`src/rtl/cdt_frame_arbiter.sv`:
```
// Merges 18-word CDT event frames from four upstream ports onto one 16-bit
// valid/ready link, inserting a port-id word after each header.
module cdt_frame_arbiter #(
  parameter int NPORT       = 4,
  parameter int FRAME_WORDS = 18
) (
  input  logic             clk,
  input  logic             reset,
  input  logic [15:0]      in0,
  input  logic [15:0]      in1,
  input  logic [15:0]      in2,
  input  logic [15:0]      in3,
  input  logic [NPORT-1:0] port_en,
  output logic [15:0]      out_data,
  output logic             out_valid,
  input  logic             out_ready,
  output logic             busy,
  output logic [7:0]       drop_cnt,
  output logic [7:0]       err_cnt
);

  localparam logic [15:0] HDR_WORD = 16'hAAAA;
  localparam logic [15:0] TRL_WORD = 16'h5555;
  localparam logic [4:0]  LAST_IDX = 5'(FRAME_WORDS - 1);

  typedef enum logic [1:0] {CAP_IDLE, CAP_CAPT, CAP_SKIP} cap_state_t;
  typedef enum logic [1:0] {ARB_ARB, ARB_HDR, ARB_SEND} arb_state_t;

  logic [15:0]      in_word [NPORT];
  logic [15:0]      rd_word [NPORT];
  logic [NPORT-1:0] full;
  logic [NPORT-1:0] clear_full;
  logic [NPORT-1:0] drop_evt;
  logic [NPORT-1:0] err_evt;
  logic [4:0]       rd_addr;

  assign in_word[0] = in0;
  assign in_word[1] = in1;
  assign in_word[2] = in2;
  assign in_word[3] = in3;

  genvar gi;
  generate
    for (gi = 0; gi < NPORT; gi++) begin : gen_port
      cap_state_t  cap_state_reg, cap_state_next;
      logic [4:0]  idx_reg, idx_next;
      logic        full_reg;
      logic        wr_en;
      logic        set_full;
      logic        drop_l;
      logic        err_l;
      logic        full_eff;
      logic [15:0] rd_word_reg;
      logic [15:0] mem [FRAME_WORDS];

      // A flag being cleared by the arbiter on this edge already counts as free.
      assign full_eff    = full_reg & ~clear_full[gi];
      assign full[gi]    = full_reg;
      assign drop_evt[gi] = drop_l;
      assign err_evt[gi]  = err_l;
      assign rd_word[gi]  = rd_word_reg;

      always_comb begin
        cap_state_next = cap_state_reg;
        idx_next       = idx_reg;
        wr_en          = 1'b0;
        set_full       = 1'b0;
        drop_l         = 1'b0;
        err_l          = 1'b0;
        case (cap_state_reg)
          CAP_IDLE: begin
            if (in_word[gi] == HDR_WORD && port_en[gi]) begin
              idx_next = 5'd1;
              if (full_eff) begin
                drop_l         = 1'b1;
                cap_state_next = CAP_SKIP;
              end else begin
                wr_en          = 1'b1;
                cap_state_next = CAP_CAPT;
              end
            end
          end
          CAP_CAPT: begin
            wr_en = 1'b1;
            if (idx_reg == LAST_IDX) begin
              idx_next       = 5'd0;
              cap_state_next = CAP_IDLE;
              if (in_word[gi] == TRL_WORD) set_full = 1'b1;
              else                         err_l    = 1'b1;
            end else begin
              idx_next = idx_reg + 5'd1;
            end
          end
          CAP_SKIP: begin
            if (idx_reg == LAST_IDX) begin
              idx_next       = 5'd0;
              cap_state_next = CAP_IDLE;
            end else begin
              idx_next = idx_reg + 5'd1;
            end
          end
          default: begin
            idx_next       = 5'd0;
            cap_state_next = CAP_IDLE;
          end
        endcase
      end

      always_ff @(posedge clk) begin
        if (reset) begin
          cap_state_reg <= CAP_IDLE;
          idx_reg       <= 5'd0;
          full_reg      <= 1'b0;
        end else begin
          cap_state_reg <= cap_state_next;
          idx_reg       <= idx_next;
          if (set_full)            full_reg <= 1'b1;
          else if (clear_full[gi]) full_reg <= 1'b0;
        end
      end

      // Frame buffer: idx_reg is 0 in IDLE, so the header lands at index 0.
      always_ff @(posedge clk) begin
        if (wr_en) mem[idx_reg] <= in_word[gi];
        rd_word_reg <= mem[rd_addr];
      end
    end
  endgenerate

  arb_state_t arb_state_reg, arb_state_next;
  logic [1:0] grant_reg, grant_next;
  logic [1:0] last_grant_reg, last_grant_next;
  logic       id_phase_reg, id_phase_next;
  logic [4:0] send_idx_reg, send_idx_next;
  logic       found;
  logic [1:0] pick;
  logic       xfer;

  assign xfer = out_valid & out_ready;
  assign busy = (|full) | (arb_state_reg != ARB_ARB);

  always_comb begin
    found = 1'b0;
    pick  = grant_reg;
    for (int k = 1; k <= NPORT; k++) begin
      if (!found && full[last_grant_reg + 2'(k)]) begin
        found = 1'b1;
        pick  = last_grant_reg + 2'(k);
      end
    end
  end

  // rd_addr is the address of the word shown next cycle (registered RAM read).
  always_comb begin
    arb_state_next  = arb_state_reg;
    grant_next      = grant_reg;
    last_grant_next = last_grant_reg;
    id_phase_next   = id_phase_reg;
    send_idx_next   = send_idx_reg;
    clear_full      = '0;
    rd_addr         = 5'd1;
    out_valid       = 1'b0;
    out_data        = 16'h0000;
    case (arb_state_reg)
      ARB_ARB: begin
        if (found) begin
          grant_next     = pick;
          id_phase_next  = 1'b0;
          arb_state_next = ARB_HDR;
        end
      end
      ARB_HDR: begin
        out_valid = 1'b1;
        out_data  = id_phase_reg ? {14'b0, grant_reg} : HDR_WORD;
        if (xfer) begin
          if (!id_phase_reg) begin
            id_phase_next = 1'b1;
          end else begin
            send_idx_next  = 5'd1;
            arb_state_next = ARB_SEND;
          end
        end
      end
      ARB_SEND: begin
        out_valid = 1'b1;
        out_data  = rd_word[grant_reg];
        rd_addr   = send_idx_reg;
        if (xfer) begin
          if (send_idx_reg == LAST_IDX) begin
            clear_full[grant_reg] = 1'b1;
            last_grant_next       = grant_reg;
            arb_state_next        = ARB_ARB;
          end else begin
            send_idx_next = send_idx_reg + 5'd1;
            rd_addr       = send_idx_reg + 5'd1;
          end
        end
      end
      default: arb_state_next = ARB_ARB;
    endcase
  end

  always_ff @(posedge clk) begin
    if (reset) begin
      arb_state_reg  <= ARB_ARB;
      grant_reg      <= 2'd0;
      last_grant_reg <= 2'd3;
      id_phase_reg   <= 1'b0;
      send_idx_reg   <= 5'd1;
    end else begin
      arb_state_reg  <= arb_state_next;
      grant_reg      <= grant_next;
      last_grant_reg <= last_grant_next;
      id_phase_reg   <= id_phase_next;
      send_idx_reg   <= send_idx_next;
    end
  end

  logic [8:0] drop_sum, err_sum;
  logic [7:0] drop_cnt_reg, err_cnt_reg;

  assign drop_sum = {1'b0, drop_cnt_reg} + 9'($countones(drop_evt));
  assign err_sum  = {1'b0, err_cnt_reg} + 9'($countones(err_evt));
  assign drop_cnt = drop_cnt_reg;
  assign err_cnt  = err_cnt_reg;

  always_ff @(posedge clk) begin
    if (reset) begin
      drop_cnt_reg <= 8'd0;
      err_cnt_reg  <= 8'd0;
    end else begin
      drop_cnt_reg <= drop_sum[8] ? 8'hFF : drop_sum[7:0];
      err_cnt_reg  <= err_sum[8]  ? 8'hFF : err_sum[7:0];
    end
  end

endmodule
```
`config.mk`:
```
export PLATFORM = sky130hd
export DESIGN_NAME = cdt_frame_arbiter
export DESIGN_NICKNAME = d
export VERILOG_FILES = /design/src/rtl/cdt_frame_arbiter.sv
export SDC_FILE = /design/constraint.sdc
export NUM_CORES = 2
export LEC_CHECK = 0
export ABC_AREA = 1
export CAP_MARGIN = 20
export CORE_AREA = 10 10 354 356
export CTS_CLUSTER_DIAMETER = 200
export DETAILED_ROUTE_END_ITERATION = 8
export DIE_AREA = 0 0 364 366
export GPL_TIMING_DRIVEN = 0
export HOLD_SLACK_MARGIN = 0.02
export PLACE_DENSITY = 0.68
export SKIP_CTS_REPAIR_TIMING = 1
export SYNTH_ARGS = -nofsm -noshare
export SYNTH_HDL_FRONTEND = slang
export SYNTH_SLANG_ARGS = --single-unit
```
`constraint.sdc`:
```
create_clock -name clk -period 4.4 [get_ports clk]
set_input_delay 0.66 -clock clk [delete_from_list [all_inputs] [get_ports clk]]
set_output_delay 0.66 -clock clk [all_outputs]
set_load 0.02 [all_outputs]
```
==> metrics.txt <==
Placer Congestion=0.959; min Tclk post-route=4.47 ns; Primary FF master, synth=edfxtp_1; setup TNS=-0.0703 ns; Worst Path Required=3.74 ns; GR Util met1=0.370; Distinct cells, synth=45; max-cap violation count=0; Initial Utilization=0.489; met3 GRT Util=0.0678; post-synth top area share=0.600; number of placement rows=126; initial antenna violation count=11; Max VDD drop=260 uV; dpl hpwl=132,000 microns; initial DRC count=6,321; CTS Buffer Depth=3; final global-route overflow total=0; worst setup margin=-0.0703 ns; clk_lat worst skew=0.77 ns; YS warnings=0; Syn Area/Cell=10.2 sq um; Fin. Hold Viols=0; crit-path max FO=10; port buffer count=103; Tcrit/Tclk final=1.02; nets=6,069; die span in y=366 microns; Worst Max-Slew Pin Slew=1.09 ns; top cells by area, synth=edfxtp_1 (60%), nand3_1 (8.1%), inv_1 (7.5%); Final Setup Violations=1; vias per cell=5.83; leakage=27.6 nW; Power Dens Cells=372 nW/um^2; Core Util, Final=0.564; Hold WS=0.488 ns; Core Footprint=118,000 sq um; failing checks=negative setup slack; IO Count=105; max_slew headroom=0.272; CTS tree=built; Synth Register Bits=1,276; worst setup path class=reg2out; Max Clock Freq=0.224 GHz; Setup Skew=0.0352 ns; first-pass GRT wire length=271,000 microns; htree depth=4; max reg flops=1,152; Syn-to-layout area delta=15.2%; slowest cell delay on critical path=0.76 ns; CTS sink cnt=1,276; Vias=44,300; Slew Viols, Final=0; layout cell share with drive strength beyond 1=0.0957; RSZ-0062 raised after global routing=false; drc violations=0; routing usage on met2=0.405; largest net degree at the start of global routing=22; Detailed Routing Iterations Pass 1=9; routed length per instance=24.9 microns; CP endpoint kind=output pin; CTS Root Cell=clkbuf_16; CP Launch Type=register; Syn Inst Count=5,648; GRT Max-Usage Layer=met2; FFs w/ async S/R, synth=0; Antenna Violating Nets Remaining=0; Post-synth EDFFs=1,152; total power=24.7 mW; vias in the first global route=41,000; Post-Syn Area=57,600 sq um; Synth Net Count=5,761; sequential-to-total area share from yosys stat=0.643; worst path cell trace=inv_1 -> ha_1 -> nand2_1 -> clkbuf_1 -> o21ai_0 -> clkdlybuf4s50_1; clock transition at the registers of the reported paths=0.06 ns; Slowest-stage cell, CP=clkdlybuf4s50_1; Tightest Hold Check Type=reg2reg; status=finished with violations; total CTS buffers=135; Die Wd=364 microns; post-synth top area cell=edfxtp_1; area of the die=133,000 sq um; Critical Path AT=3.81 ns; final WL=189,000 microns; GRT Overall Usage=0.276
cells by family after synthesis:
group / share of synthesized area
fa+ha+maj: 0.00990
simple gates: 0.214
buf+inv: 0.104
compound gates: 0.0151
xor+xnor: 0.00106
flops: 0.643
mux: 0.0125
report_power, final:
part | total, mW | internal, mW | switching [mW]
clock network | 11.2 | 6.38 | 4.79
registers | 13.2 | 13.2 | 0.00000540
logic | 0.318 | 0.0618 | 0.256
total | 24.7 | 19.6 | 5.05
worst max-delay path, delay by kind of cell, from the launching register on:
family	cells	cell delay, ns
adder cells (fa/ha/maj)	1	0.54
buffers and inverters	3	1.15
flip-flops	1	0.38
AND/OR/NAND/NOR	1	0.26
AO/OA/AOI/OAI	1	0.73
cells in the mapped netlist (all sizes together), types with 3 or more instances:
cell type	number
fa	6
mux2	64
o21ai	64
ha	36
dfxtp	124
xor2	4
nor3	40
a211oi	3
inv	1154
nand2	883
nand3	932
buf	214
and3	3
edfxtp	1152
xnor2	3
clkbuf	151
nor4	9
a221oi	15
a21oi	51
nor2	182
nand4	534
a31oi	6
layer usage:
metal,up-vias,part of all wire
met3,570,0.12
met2,2879,0.43
met4,2,0.067
met5,-,0.000064
li1,19800,-
met1,21100,0.38
per-stage QoR:
stage | setup slack, ns | area [sq um] | instances
after detailed placement | -0.916 | 62000 | 7354
after global placement | -0.991 | 60600 | 7287
final | -0.0703 | 66400 | 7598
after global routing | 0.00486 | 66400 | 7597
after floorplan | 0.805 | 57600 | 5648
after CTS | -0.138 | 66300 | 7596
cell usage in the layout (no fill, tap or decap), types with 6 or more instances in the layout:
cell type / synthesis / routed
edfxtp_1: 1152 / 1152
inv_1: 1151 / 1151
nand3_1: 931 / 931
nand2_1: 879 / 879
nand4_1: 534 / 534
clkbuf_1: 151 / 187
buf_2: 185 / 185
clkbuf_16: 0 / 144
dfxtp_1: 124 / 124
nor2_1: 181 / 112
clkdlybuf4s50_1: 0 / 73
nor2_2: 1 / 70
o21ai_0: 62 / 59
a21oi_1: 51 / 48
buf_8: 0 / 44
mux2_2: 43 / 43
nor3_1: 40 / 38
ha_1: 36 / 36
dlymetal6s2s_1: 0 / 29
buf_1: 23 / 23
buf_16: 0 / 22
mux2_1: 21 / 21
clkinv_1: 0 / 19
a221oi_1: 15 / 15
clkinv_2: 1 / 11
nor4_1: 9 / 8
inv_6: 0 / 8
buf_6: 6 / 7
a31oi_1: 6 / 6
fa_1: 6 / 6
worst paths after layout:
check,cells after the start,startpoint,slack [ns],endpoint
setup / recovery,6,arb_state_reg[1],-0.07,out_data[9]
hold / removal,2,gen_port[3].cap_state_reg[1],0.49,gen_port[3].cap_state_reg[1]
setup reg to reg,20,arb_state_reg[1],0.21,drop_cnt[3]
hold reg to reg,2,gen_port[3].cap_state_reg[1],0.49,gen_port[3].cap_state_reg[1]
area by class of cell:
class                           count  area, sq um
Fill cell                        9754        51400
Sequential cell                  1276        37100
Multi-Input combinational cell   2852        14800
Inverter                         1155         4340
Clock buffer                      189         3820
Timing Repair Buffer              171         2380
Tap cell                         1536         1920
Buffer                            365         1650
Clock inverter                     53          440
Antenna cell                        1         2.50
No activity file was read; power rests on OpenSTA's default activity.
